`config.mk`:
```
export PLATFORM = sky130hd
export DESIGN_NAME = axi_dual_core_arbiter
export DESIGN_NICKNAME = d
export VERILOG_FILES = /design/src/rtl/axi_arb_pkg.sv /design/src/rtl/axi_dual_core_arbiter_rr.sv /design/src/rtl/axi_dual_core_arbiter.sv
export SDC_FILE = /design/constraint.sdc
export NUM_CORES = 1
export LEC_CHECK = 0
export CORE_AREA = 2 2 222 224
export DETAILED_ROUTE_END_ITERATION = 10
export DIE_AREA = 0 0 224 226
export GPL_TIMING_DRIVEN = 0
export SLEW_MARGIN = 40
export SYNTH_ARGS = -nofsm -noshare
export SYNTH_HDL_FRONTEND = slang
export SYNTH_SLANG_ARGS = --single-unit
```
`constraint.sdc`:
```
create_clock -name clk -period 2.65 [get_ports clk]
set_clock_uncertainty 0.1 [all_clocks]
set_input_delay 0.265 -clock clk [delete_from_list [all_inputs] [get_ports clk]]
set_output_delay 0.265 -clock clk [all_outputs]
set_load 0.005 [all_outputs]
```
`src/rtl/axi_arb_pkg.sv`:
```
// rtl/axi_arb_pkg.sv - shared types and round-robin helper for the dual-core AXI arbiter
package axi_arb_pkg;

    typedef enum logic [1:0] {
        W_IDLE,
        W_ADDR,
        W_DATA
    } write_fsm_t;

    localparam int NUM_MASTERS = 2;

    // Grant index for a two-way request; on a tie the master not served last wins
    function automatic logic rr_pick(input logic [1:0] req, input logic last);
        if (req == 2'b11) begin
            return ~last;
        end
        return req[0] ? 1'b0 : 1'b1;
    endfunction

endpackage

```
`src/rtl/axi_dual_core_arbiter_rr.sv`:
```
// rtl/axi_dual_core_arbiter_rr.sv - two-master round-robin arbiter (rr_arbiter2) with limit masks
module rr_arbiter2
    import axi_arb_pkg::*;
(
    input  logic       clk,
    input  logic       rst_n,
    input  logic [1:0] req_i,
    input  logic [1:0] ok_i,
    input  logic       advance_i,
    input  logic       served_i,
    output logic       grant_o,
    output logic       valid_o
);

    // prio_q names the master that wins a tie; 0 after reset
    logic       prio_q;
    logic       prio_d;
    logic [1:0] elig;

    assign elig    = req_i & ok_i;
    assign valid_o = |elig;
    assign grant_o = rr_pick(elig, ~prio_q);

    // After a completed grant, priority moves to the master that was not served
    always_comb begin
        prio_d = advance_i ? ~served_i : prio_q;
    end

    // Priority pointer register
    always_ff @(posedge clk or negedge rst_n) begin
        if (!rst_n) begin
            prio_q <= 1'b0;
        end else begin
            prio_q <= prio_d;
        end
    end

endmodule

```
`src/rtl/axi_dual_core_arbiter.sv`:
```
// rtl/axi_dual_core_arbiter.sv - shares one AXI slave between two cores; AXI_ARB_PERF_EN adds perf counters
module axi_dual_core_arbiter
    import axi_arb_pkg::*;
#(
    parameter int ID_W                   = 6,
    parameter int ADDR_W                 = 32,
    parameter int DATA_W                 = 32,
    parameter int MAX_OUTSTANDING_READS  = 4,
    parameter int MAX_OUTSTANDING_WRITES = 2,
    parameter int ID_MASTER_BIT          = 5
) (
    input  logic                           clk,
    input  logic                           rst_n,
`ifdef AXI_ARB_PERF_EN
    output logic [1:0][31:0]               perf_rd_grants,
    output logic [1:0][31:0]               perf_wr_grants,
    output logic [1:0][31:0]               perf_stall,
`endif
    input  logic [1:0][ID_W-1:0]           m_arid_i,
    input  logic [1:0][ADDR_W-1:0]         m_araddr_i,
    input  logic [1:0][7:0]                m_arlen_i,
    input  logic [1:0]                     m_arvalid_i,
    output logic [1:0]                     m_arready_o,
    output logic [1:0][ID_W-1:0]           m_rid_o,
    output logic [1:0][DATA_W-1:0]         m_rdata_o,
    output logic [1:0][1:0]                m_rresp_o,
    output logic [1:0]                     m_rlast_o,
    output logic [1:0]                     m_rvalid_o,
    input  logic [1:0]                     m_rready_i,
    input  logic [1:0][ID_W-1:0]           m_awid_i,
    input  logic [1:0][ADDR_W-1:0]         m_awaddr_i,
    input  logic [1:0][7:0]                m_awlen_i,
    input  logic [1:0]                     m_awvalid_i,
    output logic [1:0]                     m_awready_o,
    input  logic [1:0][DATA_W-1:0]         m_wdata_i,
    input  logic [1:0][DATA_W/8-1:0]       m_wstrb_i,
    input  logic [1:0]                     m_wlast_i,
    input  logic [1:0]                     m_wvalid_i,
    output logic [1:0]                     m_wready_o,
    output logic [1:0][ID_W-1:0]           m_bid_o,
    output logic [1:0][1:0]                m_bresp_o,
    output logic [1:0]                     m_bvalid_o,
    input  logic [1:0]                     m_bready_i,
    output logic [ID_W-1:0]                s_arid_o,
    output logic [ADDR_W-1:0]              s_araddr_o,
    output logic [7:0]                     s_arlen_o,
    output logic                           s_arvalid_o,
    input  logic                           s_arready_i,
    input  logic [ID_W-1:0]                s_rid_i,
    input  logic [DATA_W-1:0]              s_rdata_i,
    input  logic [1:0]                     s_rresp_i,
    input  logic                           s_rlast_i,
    input  logic                           s_rvalid_i,
    output logic                           s_rready_o,
    output logic [ID_W-1:0]                s_awid_o,
    output logic [ADDR_W-1:0]              s_awaddr_o,
    output logic [7:0]                     s_awlen_o,
    output logic                           s_awvalid_o,
    input  logic                           s_awready_i,
    output logic [DATA_W-1:0]              s_wdata_o,
    output logic [DATA_W/8-1:0]            s_wstrb_o,
    output logic                           s_wlast_o,
    output logic                           s_wvalid_o,
    input  logic                           s_wready_i,
    input  logic [ID_W-1:0]                s_bid_i,
    input  logic [1:0]                     s_bresp_i,
    input  logic                           s_bvalid_i,
    output logic                           s_bready_o
);

    localparam int              WC_W   = $clog2(MAX_OUTSTANDING_WRITES + 1);
    localparam logic [2:0]      RD_MAX = 3'(MAX_OUTSTANDING_READS);
    localparam logic [WC_W-1:0] WR_MAX = WC_W'(MAX_OUTSTANDING_WRITES);

    logic [1:0][2:0]      rd_cnt_q, rd_cnt_d;
    logic [1:0][WC_W-1:0] wr_cnt_q, wr_cnt_d;
    logic [1:0]           rd_ok, wr_ok, rd_inc, rd_dec, wr_inc, wr_dec;
    logic                 ar_lock_q, ar_lock_d, ar_lock_own_q, ar_lock_own_d;
    logic                 ar_grant, ar_valid, ar_owner, ar_hs;
    logic                 aw_grant, aw_valid, aw_hs, w_last_hs;
    write_fsm_t           wr_state_q, wr_state_d;
    logic                 wr_own_q, wr_own_d;
    logic                 r_dest, b_dest;

    // A master may only be granted while it has room for another outstanding burst
    always_comb begin
        for (int i = 0; i < NUM_MASTERS; i++) begin
            rd_ok[i] = rd_cnt_q[i] < RD_MAX;
            wr_ok[i] = wr_cnt_q[i] < WR_MAX;
        end
    end

    rr_arbiter2 u_ar_arb (
        .clk       (clk),
        .rst_n     (rst_n),
        .req_i     (m_arvalid_i),
        .ok_i      (rd_ok),
        .advance_i (ar_hs),
        .served_i  (ar_owner),
        .grant_o   (ar_grant),
        .valid_o   (ar_valid)
    );

    rr_arbiter2 u_aw_arb (
        .clk       (clk),
        .rst_n     (rst_n),
        .req_i     (m_awvalid_i),
        .ok_i      (wr_ok),
        .advance_i (w_last_hs),
        .served_i  (wr_own_q),
        .grant_o   (aw_grant),
        .valid_o   (aw_valid)
    );

    // A stalled AR keeps its owner so the downstream payload cannot change mid-handshake
    assign ar_owner = ar_lock_q ? ar_lock_own_q : ar_grant;
    assign ar_hs    = s_arvalid_o & s_arready_i;

    // AR mux: owner payload with its index stamped into the ID; outputs forced low in reset
    always_comb begin
        s_arvalid_o                = rst_n & (ar_lock_q ? m_arvalid_i[ar_lock_own_q] : ar_valid);
        s_arid_o                   = m_arid_i[ar_owner];
        s_arid_o[ID_MASTER_BIT]    = ar_owner;
        s_araddr_o                 = m_araddr_i[ar_owner];
        s_arlen_o                  = m_arlen_i[ar_owner];
        m_arready_o                = '0;
        m_arready_o[ar_owner]      = s_arvalid_o & s_arready_i;
        ar_lock_d                  = s_arvalid_o & ~s_arready_i;
        ar_lock_own_d              = ar_owner;
    end

    assign r_dest = s_rid_i[ID_MASTER_BIT];
    assign b_dest = s_bid_i[ID_MASTER_BIT];

    // R and B steering by the master bit of the returned ID; that bit is cleared on the way back
    always_comb begin
        for (int i = 0; i < NUM_MASTERS; i++) begin
            m_rid_o[i]                = s_rid_i;
            m_rid_o[i][ID_MASTER_BIT] = 1'b0;
            m_rdata_o[i]              = s_rdata_i;
            m_rresp_o[i]              = s_rresp_i;
            m_rlast_o[i]              = s_rlast_i;
            m_rvalid_o[i]             = rst_n & s_rvalid_i & (r_dest == 1'(i));
            m_bid_o[i]                = s_bid_i;
            m_bid_o[i][ID_MASTER_BIT] = 1'b0;
            m_bresp_o[i]              = s_bresp_i;
            m_bvalid_o[i]             = rst_n & s_bvalid_i & (b_dest == 1'(i));
        end
        s_rready_o = rst_n & m_rready_i[r_dest];
        s_bready_o = rst_n & m_bready_i[b_dest];
    end

    assign aw_hs     = s_awvalid_o & s_awready_i;
    assign w_last_hs = s_wvalid_o & s_wready_i & s_wlast_o;

    // Write FSM next state: pick an owner in idle, hold it through address and the whole burst
    always_comb begin
        wr_state_d = wr_state_q;
        wr_own_d   = wr_own_q;
        case (wr_state_q)
            W_IDLE: if (aw_valid) begin
                wr_own_d   = aw_grant;
                wr_state_d = W_ADDR;
            end
            W_ADDR:  if (aw_hs) wr_state_d = W_DATA;
            W_DATA:  if (w_last_hs) wr_state_d = W_IDLE;
            default: wr_state_d = W_IDLE;
        endcase
    end

    // Write FSM outputs: only the owner sees ready, and only in the phase it is in
    always_comb begin
        s_awid_o                = m_awid_i[wr_own_q];
        s_awid_o[ID_MASTER_BIT] = wr_own_q;
        s_awaddr_o              = m_awaddr_i[wr_own_q];
        s_awlen_o               = m_awlen_i[wr_own_q];
        s_wdata_o               = m_wdata_i[wr_own_q];
        s_wstrb_o               = m_wstrb_i[wr_own_q];
        s_wlast_o               = m_wlast_i[wr_own_q];
        s_awvalid_o             = 1'b0;
        s_wvalid_o              = 1'b0;
        m_awready_o             = '0;
        m_wready_o              = '0;
        case (wr_state_q)
            W_ADDR: begin
                s_awvalid_o           = m_awvalid_i[wr_own_q];
                m_awready_o[wr_own_q] = s_awvalid_o & s_awready_i;
            end
            W_DATA: begin
                s_wvalid_o           = m_wvalid_i[wr_own_q];
                m_wready_o[wr_own_q] = s_wvalid_o & s_wready_i;
            end
            default: ;
        endcase
    end

    // Outstanding counts: simultaneous inc/dec cancels, decrement saturates at zero
    always_comb begin
        for (int i = 0; i < NUM_MASTERS; i++) begin
            rd_inc[i]   = ar_hs & (ar_owner == 1'(i));
            rd_dec[i]   = s_rvalid_i & s_rready_o & s_rlast_i & (r_dest == 1'(i));
            wr_inc[i]   = w_last_hs & (wr_own_q == 1'(i));
            wr_dec[i]   = s_bvalid_i & s_bready_o & (b_dest == 1'(i));
            rd_cnt_d[i] = rd_cnt_q[i];
            wr_cnt_d[i] = wr_cnt_q[i];
            if (rd_inc[i] && !rd_dec[i]) begin
                rd_cnt_d[i] = rd_cnt_q[i] + 3'd1;
            end else if (rd_dec[i] && !rd_inc[i] && rd_cnt_q[i] != '0) begin
                rd_cnt_d[i] = rd_cnt_q[i] - 3'd1;
            end
            if (wr_inc[i] && !wr_dec[i]) begin
                wr_cnt_d[i] = wr_cnt_q[i] + 1'b1;
            end else if (wr_dec[i] && !wr_inc[i] && wr_cnt_q[i] != '0) begin
                wr_cnt_d[i] = wr_cnt_q[i] - 1'b1;
            end
        end
    end

    // State registers: write FSM, AR lock and outstanding counters
    always_ff @(posedge clk or negedge rst_n) begin
        if (!rst_n) begin
            wr_state_q    <= W_IDLE;
            wr_own_q      <= 1'b0;
            ar_lock_q     <= 1'b0;
            ar_lock_own_q <= 1'b0;
            rd_cnt_q      <= '0;
            wr_cnt_q      <= '0;
        end else begin
            wr_state_q    <= wr_state_d;
            wr_own_q      <= wr_own_d;
            ar_lock_q     <= ar_lock_d;
            ar_lock_own_q <= ar_lock_own_d;
            rd_cnt_q      <= rd_cnt_d;
            wr_cnt_q      <= wr_cnt_d;
        end
    end

    rd_underflow: assert property (@(posedge clk) disable iff (!rst_n)
        !(rd_dec[0] && rd_cnt_q[0] == '0) && !(rd_dec[1] && rd_cnt_q[1] == '0));
    wr_underflow: assert property (@(posedge clk) disable iff (!rst_n)
        !(wr_dec[0] && wr_cnt_q[0] == '0) && !(wr_dec[1] && wr_cnt_q[1] == '0));

`ifdef AXI_ARB_PERF_EN
    // Per-master grant and stall counters, free-running with natural 32-bit wrap
    always_ff @(posedge clk or negedge rst_n) begin
        if (!rst_n) begin
            perf_rd_grants <= '0;
            perf_wr_grants <= '0;
            perf_stall     <= '0;
        end else begin
            for (int i = 0; i < NUM_MASTERS; i++) begin
                if (rd_inc[i]) perf_rd_grants[i] <= perf_rd_grants[i] + 32'd1;
                if (aw_hs && wr_own_q == 1'(i)) perf_wr_grants[i] <= perf_wr_grants[i] + 32'd1;
                if ((m_arvalid_i[i] && !m_arready_o[i]) || (m_awvalid_i[i] && !m_awready_o[i])) begin
                    perf_stall[i] <= perf_stall[i] + 32'd1;
                end
            end
        end
    end
`endif

endmodule

```
== Word level (Yosys, flattened, before mapping) ==
Cells that the tools add are included.

* $add $sub $neg: 8
* Magnitude comparators: 11
* Equality and inequality tests: 7
* Mux-type cells: 58
* Bitwise operators: 37
* Reductions and logical operators: 35

{| class="wikitable"
|+ Operators by type and width
! kind !! number
|-
| $mux W32 || 6
|-
| $mux W8 || 4
|-
| $and A1 B1 Y1 || 27
|-
| $mux W1 || 26
|-
| $mux W5 || 4
|-
| $mux W2 || 9
|-
| $logic_and A1 B1 Y1 || 14
|-
| $mux W3 || 4
|-
| $reduce_bool A2 Y1 || 6
|-
| $and A2 B2 Y2 || 5
|-
| $lt A1 B2 Y1 const B || 5
|-
| $logic_not A1 Y1 || 8
|-
| $mux W4 || 2
|-
| $add A3 B1 Y3 const B || 2
|-
| $eq A2 B2 Y1 const B || 3
|-
| $lt A3 B3 Y1 const B || 2
|-
| $pmux W2 S3 || 1
|-
| $reduce_bool A3 Y1 || 2
|-
| $sub A3 B1 Y3 const B || 2
|-
| $not A1 Y1 || 5
|-
| $add A2 B1 Y2 const B || 2
|-
| $lt A2 B2 Y1 const B || 2
|-
| $ne A2 B2 Y1 const B || 2
|-
| $reduce_or A2 Y1 || 2
|-
| other kinds (8) || 11
|}

* Bits in registers: 17
* Input port bits: 324
* Output and inout port bits: 242
* Word-level logic and storage cells: 166

== Logic depth before layout (Yosys ltp) ==
Gate-level depths: netlist (run 1).

* Word-level depth: 13
* Mapped depth: 8
* Mapped depth without buffers: 8

== By module ==
Synthesis (run 1) repeated with hierarchy kept, for this count alone.

* Cell total of the unflattened synthesis: 489
* Area total of the unflattened synthesis: 3583.4 um2

{| class="wikitable"
|+ By module, submodules not included
! module !! instances !! cells each !! area an instance (um2) !! seq. area each (um2)
|-
| axi_dual_core_arbiter || 1 || 477 || 3468.3 || 375.4
|-
| rr_arbiter2 || 2 || 6 || 57.6 || 25.0
|}

== Least setup slack after synthesis (run 1) ==
No wires, ideal clock.

* Path kind: flip-flop to flip-flop
* From: register rd_cnt_q[5] (netlist bit)
* To: register rd_cnt_q[4] (netlist bit)
* Library setup time: 0.126 ns
* Arrival: 2.345 ns
* Required time: 2.424 ns
* Setup slack: 0.079 ns
* Stages on the path, launching flop included: 8
* Path buffers: 0
* Clock period less this slack: 2.571 ns
* Cells stage by stage: dfrtp_1 nand3b_1 a31o_2 nor3_4 nand2_1 fa_1 mux2_4 a221o_1

{| class="wikitable"
|+ RTL lines
! what !! line !! RTL
|-
| from (decl) || axi_dual_core_arbiter.sv:75 || <nowiki>logic [1:0][2:0] rd_cnt_q, rd_cnt_d;</nowiki>
|-
| from (signal assigned) || axi_dual_core_arbiter.sv:233 || <nowiki>rd_cnt_q <= rd_cnt_d;</nowiki>
|}

== Final worst setup path (run 1) ==
* From: register rd_cnt_q[5] (netlist bit)
* To: output s_arlen_o[5]

* Cells in the longest elaborated chain, start to end: 8

{| class="wikitable"
|+ Ends and longest elaborated chain
! what !! line !! RTL
|-
| $lt A3 B3 Y1 || axi_dual_core_arbiter.sv:88 || <nowiki>rd_ok[i] = rd_cnt_q[i] < RD_MAX;</nowiki>
|-
| $and A2 B2 Y2 || axi_dual_core_arbiter_rr.sv:20 || <nowiki>assign elig = req_i & ok_i;</nowiki>
|-
| $eq A2 B2 Y1 || axi_arb_pkg.sv:14 || <nowiki>if (req == 2'b11) begin</nowiki>
|-
| $mux W1 || axi_arb_pkg.sv:14 ||
|-
| $mux W1 || axi_arb_pkg.sv:17 || <nowiki>return req[0] ? 1'b0 : 1'b1;</nowiki>
|-
| $mux W1 || axi_dual_core_arbiter.sv:116 || <nowiki>assign ar_owner = ar_lock_q ? ar_lock_own_q : ar_grant;</nowiki>
|-
| $mux W8 (not written as such) (2 in series) || axi_dual_core_arbiter.sv:125 || <nowiki>s_arlen_o = m_arlen_i[ar_owner];</nowiki>
|-
| to (decl) || axi_dual_core_arbiter.sv:46 || <nowiki>output logic [7:0] s_arlen_o,</nowiki>
|}

No other way between the ends. The select of a mux whose other input is x is not followed.

==> results of run 1 <==
-- metal layers --
metal	part of all wire [%]	vias up
met3	9.3	13
met2	53	253
li1	-	2298
met4	1.3	0
met1	36	2195
met5	0	-
-- report_power, final --
| group | switching, W | leakage [nW] | internal [W] |
|---|---|---|---|
| Combinational | 0.00123 | 3.60 | 0.00247 |
| Sequential | 0.000142 | 0.205 | 0.000359 |
| Clock | 0.000111 | 0.0382 | 0.000205 |
| Total | 0.00149 | 3.84 | 0.00304 |
-- flip-flops by register name, summed over array words and instances, names as in the netlist --
signal,flops
rd_cnt_q,6
wr_cnt_q,4
wr_state_q,2
ar_lock_own_q,1
ar_lock_q,1
u_ar_arb.prio_q,1
u_aw_arb.prio_q,1
wr_own_q,1
-- kinds of logic (layout without fill, tap and decap cells) --
logic type      count (synthesis)  in the layout  synth area share, %
buf+inv                       119            640                23.85
compound gates                 30             30                6.537
simple gates                   76             76                12.97
mux                           133            133                42.92
other cells                     1              6               0.1077
fa+ha+maj                       2              2                1.149
flops                          17             17                12.21
xor+xnor                        1              1               0.2515
-- cell type report --
class / instances / area share, %
antenna: 2 / 0.05179
buffer: 115 / 8.960
clock buffer: 4 / 0.8157
inverter: 3 / 0.1165
multi-input combinational: 246 / 23.57
sequential: 17 / 4.441
tap: 622 / 8.054
timing repair buffer: 518 / 53.99
-- worst max-delay path, cell delays in order, from the launching register on --
cell             delay [ns]
dfrtp_2                0.45
nand3b_1               0.19
a31o_4                 0.27
buf_8                  0.15
buf_6                  0.15
mux2_2                 0.28
clkdlybuf4s50_1        0.45
-- final timing paths --
check	start	endpoint	slack (ns)	depth (start not counted)
min	rst_n	rd_cnt_q[4]$_DFFE_PN0P_	0.02	2
min reg2reg	u_aw_arb.prio_q$_DFFE_PN0N_	u_aw_arb.prio_q$_DFFE_PN0N_	0.38	2
min in group clk	u_aw_arb.prio_q$_DFFE_PN0N_	u_aw_arb.prio_q$_DFFE_PN0N_	0.38	2
max in group asynchronous	rst_n	rd_cnt_q[2]$_DFFE_PN0P_	2.09	2
max	rd_cnt_q[5]$_DFFE_PN0P_	s_arlen_o[5]	0.08	6
max reg2reg	rd_cnt_q[5]$_DFFE_PN0P_	rd_cnt_q[2]$_DFFE_PN0P_	0.11	8
-- synth_stat cells, drive strengths merged, types with 4 or more instances --
cell,number,area [µm²]
nand4,4,25.02
dfrtp,17,425.4
nand3b,7,52.55
nor2b,8,50.05
a21oi,8,40.04
mux2i,5,50.05
clkbuf,9,33.78
buf,107,785.8
and3,4,25.02
nand2b,6,37.54
mux2,128,1445
nand2,13,48.80
nor2,15,56.30
-- per-stage QoR --
stage               cells  hold WS [ns]  setup TNS, ns
floorplan             382       -0.1306              0
global placement     1515        0.3742         -27.47
detailed placement   1515        0.1823         -18.66
CTS                  1520        0.3897              0
global route         1526       0.06790              0
finish               1527       0.02465              0
-- what timing repair did --
item                                    CTS  global route
endpoints found under the setup margin  112            45
gates cloned                              0             0
hold buffers                              1             0
setup buffers                             1             5
hold endpoints to repair                 17             0
pin swaps                                 1             2
gates resized for setup                  23            31
==> impl_results.html, run 1 <==
<table>
<tr><th>Metric</th><th>Value</th></tr>
<tr><th colspan="2">Layout</th></tr>
<tr><td>Final cell area excluding filler cells</td><td>a little under 10,000 µm²</td></tr>
<tr><td>Post-layout utilization of the core</td><td>between 10% and 20%</td></tr>
<tr><td>Number of nets in the layout</td><td>around 1,200</td></tr>
<tr><td>Relative area change from synthesis to final layout</td><td>177.4%</td></tr>
<tr><td>Commonest cells after routing, fill and taps aside</td><td>clkdlybuf4s50_1 (488), mux2_2 (127), buf_4 (110), dlymetal6s2s_1 (22)</td></tr>
<tr><td>Area of combinational cells with multiple inputs</td><td>between 2000 and 2500 µm²</td></tr>
<tr><td>Fill cell instance count of the final layout</td><td>~5,300</td></tr>
<tr><td>Commonest non-fill, non-tap cell in the layout</td><td>clkdlybuf4s50_1</td></tr>
<tr><td>Layout cell share with drive strength beyond 1</td><td>29.57%</td></tr>
<tr><td>Total area of sequential cells</td><td>429.2 µm²</td></tr>
<tr><th colspan="2">STA</th></tr>
<tr><td>Worst slew margin relative to its limit</td><td>64.37%</td></tr>
<tr><td>Time the worst path needs with I/O delays and setup</td><td>2.565 ns</td></tr>
<tr><td>Final worst-path setup slack</td><td>about 0.085 ns</td></tr>
<tr><td>Period utilization</td><td>96.80%</td></tr>
<tr><td>Max Fclk</td><td>389.9 MHz</td></tr>
<tr><td>Final Max Tran Viols</td><td>0</td></tr>
<tr><td>Final count of hold timing violations</td><td>0</td></tr>
<tr><td>Final setup fails</td><td>0</td></tr>
<tr><td>Unrepaired setup endpoints after global routing</td><td>no</td></tr>
<tr><td>Measured slew at the worst slew-check pin</td><td>around 0.53 ns</td></tr>
<tr><th colspan="2">CTS</th></tr>
<tr><td>Register clock-pin slew on the reported worst setup and hold paths</td><td>approximately 0.060 ns</td></tr>
<tr><td>Clock buffer count from CTS</td><td>3</td></tr>
<tr><td>Max Buffers Root-to-Sink</td><td>2</td></tr>
<tr><td>Clock tree from TritonCTS</td><td>built</td></tr>
<tr><td>Clock sink total</td><td>17</td></tr>
<tr><td>Worst-Skew Late Latency</td><td>0.26 ns</td></tr>
<tr><td>Cell at the root of the clock tree</td><td>clkbuf_16</td></tr>
<tr><td>H-tree depth</td><td>1</td></tr>
<tr><th colspan="2">Synthesis</th></tr>
<tr><td>Post-synthesis average cell area</td><td>9.191 µm²</td></tr>
<tr><td>Gate Count Post-Synth</td><td>between 300 and 400</td></tr>
<tr><td>Synthesis Warnings</td><td>0</td></tr>
<tr><td>Synthesized flop and latch total</td><td>17</td></tr>
<tr><td>Async set or reset register ratio after synthesis</td><td>between 90% and 100%</td></tr>
<tr><td>Library cells used by synthesis</td><td>47</td></tr>
<tr><td>Post-synthesis sequential area ratio</td><td>12.21%</td></tr>
<tr><td>Post-Synthesis Cell Area</td><td>3483 µm²</td></tr>
<tr><td>Count of flip-flops with a built-in enable after synthesis</td><td>0</td></tr>
<tr><td>Most frequently used flop master after synthesis</td><td>dfrtp_1</td></tr>
<tr><th colspan="2">Detailed routing</th></tr>
<tr><td>DRC violations left</td><td>0</td></tr>
<tr><td>Via density per instance</td><td>around 3.1</td></tr>
<tr><td>Via count of the routed design</td><td>4,759</td></tr>
<tr><td>Number of detailed-route iterations in the first pass</td><td>4</td></tr>
<tr><td>Number of antenna-violating nets in the routed design</td><td>0</td></tr>
<tr><td>Routed wire length per instance</td><td>13.48 µm</td></tr>
<tr><td>Starting DRC count in detailed routing</td><td>between 80 and 90</td></tr>
<tr><td>Final Routed Wirelength</td><td>20,590 µm</td></tr>
<tr><th colspan="2">Pwr</th></tr>
<tr><td>Power per unit of standard cell area</td><td>468.3 nW/µm²</td></tr>
<tr><td>Static Leak</td><td>around 3.8 nW</td></tr>
<tr><td>Post-layout total power</td><td>0.004525 W</td></tr>
<tr><td>Worst vdd rail ir drop</td><td>0.0002333 V</td></tr>
<tr><th colspan="2">Global route</th></tr>
<tr><td>Most Crowded Layer GR</td><td>met2</td></tr>
<tr><td>Global routing met2 resource utilization</td><td>13.63%</td></tr>
<tr><td>Met3 demand-to-capacity share in global routing</td><td>1.965%</td></tr>
<tr><td>Vias in the first global route</td><td>about 4,900</td></tr>
<tr><td>Final global-route overflow total</td><td>0</td></tr>
<tr><td>Overall Global Routing Usage</td><td>7.255%</td></tr>
<tr><td>First-pass GRT wire length</td><td>28,210 µm</td></tr>
<tr><td>Antenna violations before repair</td><td>5</td></tr>
<tr><td>Largest net degree at the start of global routing</td><td>18</td></tr>
<tr><td>Global routing usage on met1</td><td>8.299%</td></tr>
<tr><th colspan="2">Critical path</th></tr>
<tr><td>Endpoint class of the critical path</td><td>primary output</td></tr>
<tr><td>Worst Setup Path Type</td><td>flip-flop to primary output</td></tr>
<tr><td>Arrival time of data at the critical path endpoint</td><td>roughly 2.2 ns</td></tr>
<tr><td>Crit path required time</td><td>2.29 ns</td></tr>
<tr><td>Crit path launch type</td><td>flip-flop</td></tr>
<tr><td>Maximum fanout along the worst path</td><td>10</td></tr>
<tr><th colspan="2">Floorplanning</th></tr>
<tr><td>Number of top-level pins</td><td>566</td></tr>
<tr><td>Horiz. Die Dim</td><td>224 µm</td></tr>
<tr><td>Initial core utilization</td><td>approximately 7.2%</td></tr>
<tr><td>Area of the placeable core</td><td>48,340 µm²</td></tr>
<tr><td>Total number of placement rows</td><td>81</td></tr>
<tr><td>Area of the die</td><td>a little over 50,000 µm²</td></tr>
<tr><td>Vert. Die Dim</td><td>between 200 and 250 µm</td></tr>
<tr><th colspan="2">Placement</th></tr>
<tr><td>Worst-case setup slack after placement</td><td>-0.6859 ns</td></tr>
<tr><td>HPWL after detailed placement</td><td>approximately 19,000 µm</td></tr>
<tr><td>Final Wtd Congestion</td><td>0.7592</td></tr>
<tr><td>Instance area after placement</td><td>9383 µm²</td></tr>
<tr><td>Number of buffers added on ports</td><td>511</td></tr>
<tr><th colspan="2">Hold path</th></tr>
<tr><td>Path type of the worst min-delay path</td><td>input port to async pin</td></tr>
<tr><th colspan="2">Outcome</th></tr>
<tr><td>Outcome</td><td>complete, no violations</td></tr>
<tr><th colspan="2">Flow run</th></tr>
<tr><td>MaxCap Viol Count</td><td>0</td></tr>
</table>
Power figures use the tool's default switching activity.
==> inputs of run 2 (changes only) <==
--- a/config.mk
+++ b/config.mk
@@ -5,6 +5,7 @@
 export SDC_FILE = /design/constraint.sdc
 export NUM_CORES = 1
 export LEC_CHECK = 0
+export CAP_MARGIN = 30
 export CORE_AREA = 2 2 222 224
 export DETAILED_ROUTE_END_ITERATION = 10
 export DIE_AREA = 0 0 224 226
==> results of run 2 <==
Final layout, timing and power as in run 1 (identical DEF).
